`src/rtl/memory_pkg.sv`:
```
// rtl/memory_pkg.sv - shared types and constants for the memory responder
package memory_pkg;

    typedef enum logic [1:0] {
        IDLE    = 2'd0,
        ISSUE   = 2'd1,
        WAIT    = 2'd2,
        RESPOND = 2'd3
    } state_t;

    typedef enum logic {
        OWNER_FETCH = 1'b0,
        OWNER_DATA  = 1'b1
    } owner_t;

    localparam logic [15:0] MMIO_BASE = 16'hFFF0;

endpackage

```
`src/rtl/memory_mmio_port.sv`:
```
// rtl/memory_mmio_port.sv - 16-entry register file; entry 0 drives io_out, entry 'hF reads io_in
module memory_mmio_port #(
    parameter int DATA_WIDTH = 16
) (
    input  logic                  clock,
    input  logic                  reset,
    input  logic                  we,
    input  logic [3:0]            addr,
    input  logic [DATA_WIDTH-1:0] wdata,
    output logic [DATA_WIDTH-1:0] rdata,
    input  logic [DATA_WIDTH-1:0] io_in,
    output logic [DATA_WIDTH-1:0] io_out
);

    logic [DATA_WIDTH-1:0] regs [16];

    always_ff @(posedge clock or negedge reset) begin
        if (!reset) begin
            for (int i = 0; i < 16; i++) begin
                regs[i] <= '0;
            end
        end else if (we) begin
            regs[addr] <= wdata;
        end
    end

    assign rdata  = (addr == 4'hF) ? io_in : regs[addr];
    assign io_out = regs[0];

endmodule

```
`src/rtl/memory_responder.sv`:
```
// rtl/memory_responder.sv - serialises fetch and load/store requests onto one synchronous RAM port
// Optional MMIO register window: MEMORY_RESPONDER_MMIO_EN
module memory_responder
    import memory_pkg::*;
#(
    parameter int ADDR_WIDTH  = 16,
    parameter int DATA_WIDTH  = 16,
    parameter int RAM_LATENCY = 1
) (
    input  logic                  clock,
    input  logic                  reset,
    input  logic                  ifetch_req,
    input  logic [ADDR_WIDTH-1:0] ifetch_addr,
    output logic                  ifetch_ready,
    output logic                  ifetch_valid,
    output logic [DATA_WIDTH-1:0] ifetch_data,
    input  logic                  data_req,
    input  logic                  data_we,
    input  logic [ADDR_WIDTH-1:0] data_addr,
    input  logic [DATA_WIDTH-1:0] data_wdata,
    output logic                  data_ready,
    output logic                  data_valid,
    output logic [DATA_WIDTH-1:0] data_rdata,
`ifdef MEMORY_RESPONDER_MMIO_EN
    input  logic [DATA_WIDTH-1:0] io_in,
    output logic [DATA_WIDTH-1:0] io_out,
`endif
    output logic [ADDR_WIDTH-1:0] ram_addr,
    output logic                  ram_we,
    output logic [DATA_WIDTH-1:0] ram_wdata,
    input  logic [DATA_WIDTH-1:0] ram_rdata
);

    localparam int CW = (RAM_LATENCY > 1) ? $clog2(RAM_LATENCY) : 1;

    state_t                state, state_nx;
    owner_t                owner;
    logic                  is_we;
    logic                  is_mmio;
    logic [CW-1:0]         cnt;
    logic                  mmio_hit;
    logic [DATA_WIDTH-1:0] mmio_rdata;

`ifdef MEMORY_RESPONDER_MMIO_EN
    localparam logic [ADDR_WIDTH-1:0] MMIO_ADDR = ADDR_WIDTH'(MMIO_BASE);

    assign mmio_hit = (data_addr >= MMIO_ADDR);

    // Address and write data are already latched onto the RAM-side registers, reuse them here
    memory_mmio_port #(.DATA_WIDTH(DATA_WIDTH)) u_mmio (
        .clock  (clock),
        .reset  (reset),
        .we     ((state == ISSUE) && is_mmio && is_we),
        .addr   (ram_addr[3:0]),
        .wdata  (ram_wdata),
        .rdata  (mmio_rdata),
        .io_in  (io_in),
        .io_out (io_out)
    );
`else
    assign mmio_hit   = 1'b0;
    assign mmio_rdata = '0;
`endif

    always_ff @(posedge clock or negedge reset) begin
        if (!reset) begin
            state <= IDLE;
        end else begin
            state <= state_nx;
        end
    end

    always_comb begin
        state_nx = state;
        case (state)
            IDLE:    if (data_req || ifetch_req) state_nx = ISSUE;
            ISSUE:   state_nx = (is_we || is_mmio) ? RESPOND : WAIT;
            WAIT:    if (cnt == '0) state_nx = RESPOND;
            RESPOND: state_nx = IDLE;
            default: state_nx = IDLE;
        endcase
    end

    always_comb begin
        ifetch_ready = (state == IDLE);
        data_ready   = (state == IDLE);
        ifetch_valid = (state == RESPOND) && (owner == OWNER_FETCH);
        data_valid   = (state == RESPOND) && (owner == OWNER_DATA);
        ram_we       = (state == ISSUE) && is_we && !is_mmio;
    end

    // Data port wins arbitration; the controller never issues data requests back to back
    always_ff @(posedge clock or negedge reset) begin
        if (!reset) begin
            owner       <= OWNER_FETCH;
            is_we       <= 1'b0;
            is_mmio     <= 1'b0;
            cnt         <= '0;
            ram_addr    <= '0;
            ram_wdata   <= '0;
            ifetch_data <= '0;
            data_rdata  <= '0;
        end else begin
            case (state)
                IDLE: begin
                    if (data_req) begin
                        owner     <= OWNER_DATA;
                        is_we     <= data_we;
                        is_mmio   <= mmio_hit;
                        ram_addr  <= data_addr;
                        ram_wdata <= data_wdata;
                    end else if (ifetch_req) begin
                        owner    <= OWNER_FETCH;
                        is_we    <= 1'b0;
                        is_mmio  <= 1'b0;
                        ram_addr <= ifetch_addr;
                    end
                end
                ISSUE: begin
                    cnt <= CW'(RAM_LATENCY - 1);
                    if (is_we) begin
                        data_rdata <= '0;
                    end else if (is_mmio) begin
                        data_rdata <= mmio_rdata;
                    end
                end
                WAIT: begin
                    if (cnt == '0) begin
                        if (owner == OWNER_DATA) begin
                            data_rdata <= ram_rdata;
                        end else begin
                            ifetch_data <= ram_rdata;
                        end
                    end else begin
                        cnt <= cnt - 1'b1;
                    end
                end
                default: ;
            endcase
        end
    end

endmodule

```
`config.mk`:
```
export PLATFORM = sky130hd
export DESIGN_NAME = memory_responder
export DESIGN_NICKNAME = d
export VERILOG_FILES = /design/src/rtl/memory_pkg.sv /design/src/rtl/memory_mmio_port.sv /design/src/rtl/memory_responder.sv
export SDC_FILE = /design/constraint.sdc
export NUM_CORES = 1
export LEC_CHECK = 0
export CAP_MARGIN = 5
export CORE_AREA = 2 2 91 93
export CTS_BUF_LIST = sky130_fd_sc_hd__clkbuf_4 sky130_fd_sc_hd__clkbuf_8
export DETAILED_ROUTE_END_ITERATION = 7
export DIE_AREA = 0 0 93 95
export PLACE_DENSITY_LB_ADDON = 0.1
export SLEW_MARGIN = 10
export SYNTH_ARGS = -nofsm -noshare
export SYNTH_HDL_FRONTEND = slang
export SYNTH_SLANG_ARGS = --single-unit
```
`constraint.sdc`:
```
create_clock -name clock -period 1.55 [get_ports clock]
set_input_delay 0.31 -clock clock [delete_from_list [all_inputs] [get_ports clock]]
set_output_delay 0.31 -clock clock [all_outputs]
set_load 0.05 [all_outputs]
```
==> reports/results.tsv <==
stage	metric	value	unit
run_status	outcome	finished with violations	
run_status	violations	negative hold slack, negative setup slack	
detailed_routing	via_per_inst	4.497	
run	drv_cap	0	
global_route	grtUsageTotal	0.1551	
cells_and_area	multiInputGateArea	1102	um2
synthesis	synth_edf_count	0	
power_and_ir_drop	pwr-share-seq	0.261	
power_and_ir_drop	leakagePower	2.295	nW
synthesis	synth_area_leaders	dfrtp_1 (59%), mux2_2 (12%), mux2i_1 (11%)	
power_and_ir_drop	internal-power	6.801	mW
critical_path	cp.required	1.24	ns
sta	whs	-0.0001426	ns
clock_network	cts_tree	built	
critical_path	critPathMaxFanout	4	
critical_path	cp-start-kind	register	
synthesis	synth_area	2898	um2
detailed_routing	dr.pass1.iters	3	
detailed_routing	vias	2217	
global_route	grt_pass1_vias	2201	
clock_network	cts.path.max_buffers	2	
clock_network	clkTransAtPathRegs	0.07	ns
cells_and_area	drive_above_1_share	0.3789	
power_and_ir_drop	total_power	12.31	mW
sta	setup_tns	-0.1521	ns
clock_network	cts_buffers	9	
cells_and_area	seqCellArea	1703	um2
placement	placed_area	4810	um2
sta	slew_headroom	0.7605	
synthesis	avgSynthCellArea	12.49	um2
floorplan	die_w	93	um
detailed_routing	drc	0	
clock_network	cts_root_buf	clkbuf_8	
global_route	grt_max_degree	69	
power_and_ir_drop	ir_worst_vdd	1.090	mV
power_and_ir_drop	combPwrFrac	0.632	
hold_path	hold_class	in -> async	
sta	rsz0062_at_grt	true	
detailed_routing	drt_first_iter_violations	52	
detailed_routing	postRouteAntennaNets	0	
sta	hold_violations	2	
critical_path	crit_path_cell_trace	inv_2 > ha_4 > and2_4 > buf_12	
synthesis	synthArstFlopShare	1.000	
global_route	grt_antenna_before_repair	0	
placement	gp_congestion	0.6843	
synthesis	synth_nets	305	
placement	io_buffers	137	
synthesis	synth_seq_cells	68	
floorplan	initial_core_util	0.3655	
cells_and_area	num-nets-final	456	
critical_path	crit_path_start	state[1]	
clock_network	clock_latency	0.33	ns
cells_and_area	fin_area	5089	um2
floorplan	die_h	95	um
sta	report.final.setup_viol	5	
placement	dp.cells	470	
power_and_ir_drop	p_switching	5.511	mW
floorplan	pin_count	138	
cells_and_area	diodes	0	
critical_path	cpPeakStageDelay	0.41	ns
clock_network	ctsHoldBuffers	0	
synthesis	synth-main-ff-cell	dfrtp_1	
detailed_routing	wl_per_cell	13.62	um
sta	tightest_slew	0.3593	ns
placement	hpwl	4.848	mm
synthesis	synth.largest_area_cell	dfrtp_1	
power_and_ir_drop	pwr_density_cell	2419	nW/um2
clock_network	cts_max_level	3	
sta	slew_viol_final	0	
sta	min_period	1.602	ns
synthesis	synth_warnings	0	
sta	setup_ws	-0.05167	ns
synthesis	seq_area_frac_synth	0.5872	
synthesis	synth.most_common_cell	dfrtp_1	
cells_and_area	fillers	643	
power_and_ir_drop	swShare	0.4476	
critical_path	critical_path_class	reg -> out	
floorplan	coreArea	7928	um2
global_route	grt-ovfl-total	0	
critical_path	cp_slowest_cell	dfrtp_1	
sta	finClkSkew	0.006701	ns
critical_path	rrSetupSlack	0	ns
synthesis	ys_top_cells_by_count	dfrtp_1 (68), nand2_1 (35), mux2i_1 (32), mux2_2 (31)	
power_and_ir_drop	pwr-share-clk	0.107	
critical_path	endpoint_kind	primary output	
critical_path	reg2reg_depth	6	
synthesis	synthDistinctLibCells	20	
synthesis	syn_inst	232	
clock_network	cts.sink_count	68	
critical_path	worstReg2RegStart	state[0]	
cells_and_area	syn2layout_area_growth	75.60	%
global_route	grt_pass1_wl	10.62	mm
cells_and_area	stdcell_count	493	
critical_path	cp.arrival	1.29	ns
synthesis	netlist.area_leader.share	0.5872	
detailed_routing	drt-total-wl	6.715	mm
sta	post-route-period-util	1.033	
floorplan	fp.dieArea	8835	um2
floorplan	rows	33	
sta	fmax	0.6243	GHz
==> flip-flops by register name (all words and copies together), names as in the netlist <==
register,flops
state,2
ifetch_data,16
owner,1
ram_addr,16
is_we,1
data_rdata,16
ram_wdata,16
==> cell families (layout without fill, tap and decap cells) <==
family | after synthesis | count (layout) | share of synthesized area
AND/OR/NAND/NOR | 42 | 42 | 0.06390
adder cells (fa/ha/maj) | 4 | 4 | 0.01727
multiplexers | 64 | 64 | 0.2349
flip-flops | 68 | 68 | 0.5872
buffers and inverters | 31 | 187 | 0.05440
AO/OA/AOI/OAI | 23 | 23 | 0.04232
==> through the flow <==
step	utilization	worst slack (ns)
after CTS	0.6356	-0.06233
after global placement	0.6067	-0.04758
after global routing	0.6419	-0.1127
after floorplan	-	-0.01600
after detailed placement	0.6067	-0.06755
final	0.6419	-0.05167
==> final cells by class <==
type                       instances  area share
clock buffer                      14     0.03295
multi-input combinational        133      0.2166
inverter                          18     0.01328
clock inverter                     2    0.001967
timing repair buffer             153      0.3747
tap                              105     0.02582
sequential                        68      0.3346
==> path summary, 6_finish.rpt <==
path,to
hold / removal,ifetch_data[0]
hold reg to reg,ram_wdata[7]
min in group clock,ram_wdata[7]
setup reg to reg,ram_wdata[7]
max in group asynchronous,state[0]
setup / recovery,ram_we
==> cell usage in the layout, fill, tap and decap left out, drive strengths merged <==
cell type      synthesis  final
dfrtp                 68     68
buf                    9     85
nand2                 36     36
o21a                   1      1
nand2b                 1      1
or3b                   1      1
and2                   2      2
inv                   18     18
a32o                   1      1
clkbuf                 4     15
clkdlybuf4s50          0     67
clkinv                 0      2
mux2i                 32     32
nor2b                  2      2
mux2                  32     32
o21ai                 21     21
ha                     4      4
==> power by group through the flow <==
stage	Sequential [mW]	Clock [mW]	Combinational [mW]
detailed placement	3.25	0	7.58
finish	3.22	1.31	7.78
global placement	3.23	0	7.52
floorplan	5.57	0	2.00
CTS	3.23	1.36	7.69
global route	3.33	1.45	8.17
==> worst max-delay path, delay by kind of cell, from the launching register on <==
family	cells	cell delay (ns)
flops	1	0.41
simple gates	1	0.15
fa+ha+maj	1	0.14
buf+inv	2	0.26
==> per-layer routing <==
| layer | global-route usage | up-vias | wire (um) |
|---|---|---|---|
| met5 | 0 | - | 0 |
| met4 | 0.06740 | 0 | 130 |
| met3 | 0.06065 | 11 | 622 |
| met2 | 0.2470 | 89 | 3273 |
| met1 | 0.1877 | 1043 | 2689 |
| li1 | - | 1074 | - |
==> repair_timing <==
action / CTS / global route
resized for setup: 5 / 3
setup buffers: 4 / 2
gates cloned: 0 / 1
endpoints found under the setup margin: 5 / 23
pin swaps: 2 / 0
(Power assumes the default switching activity.)
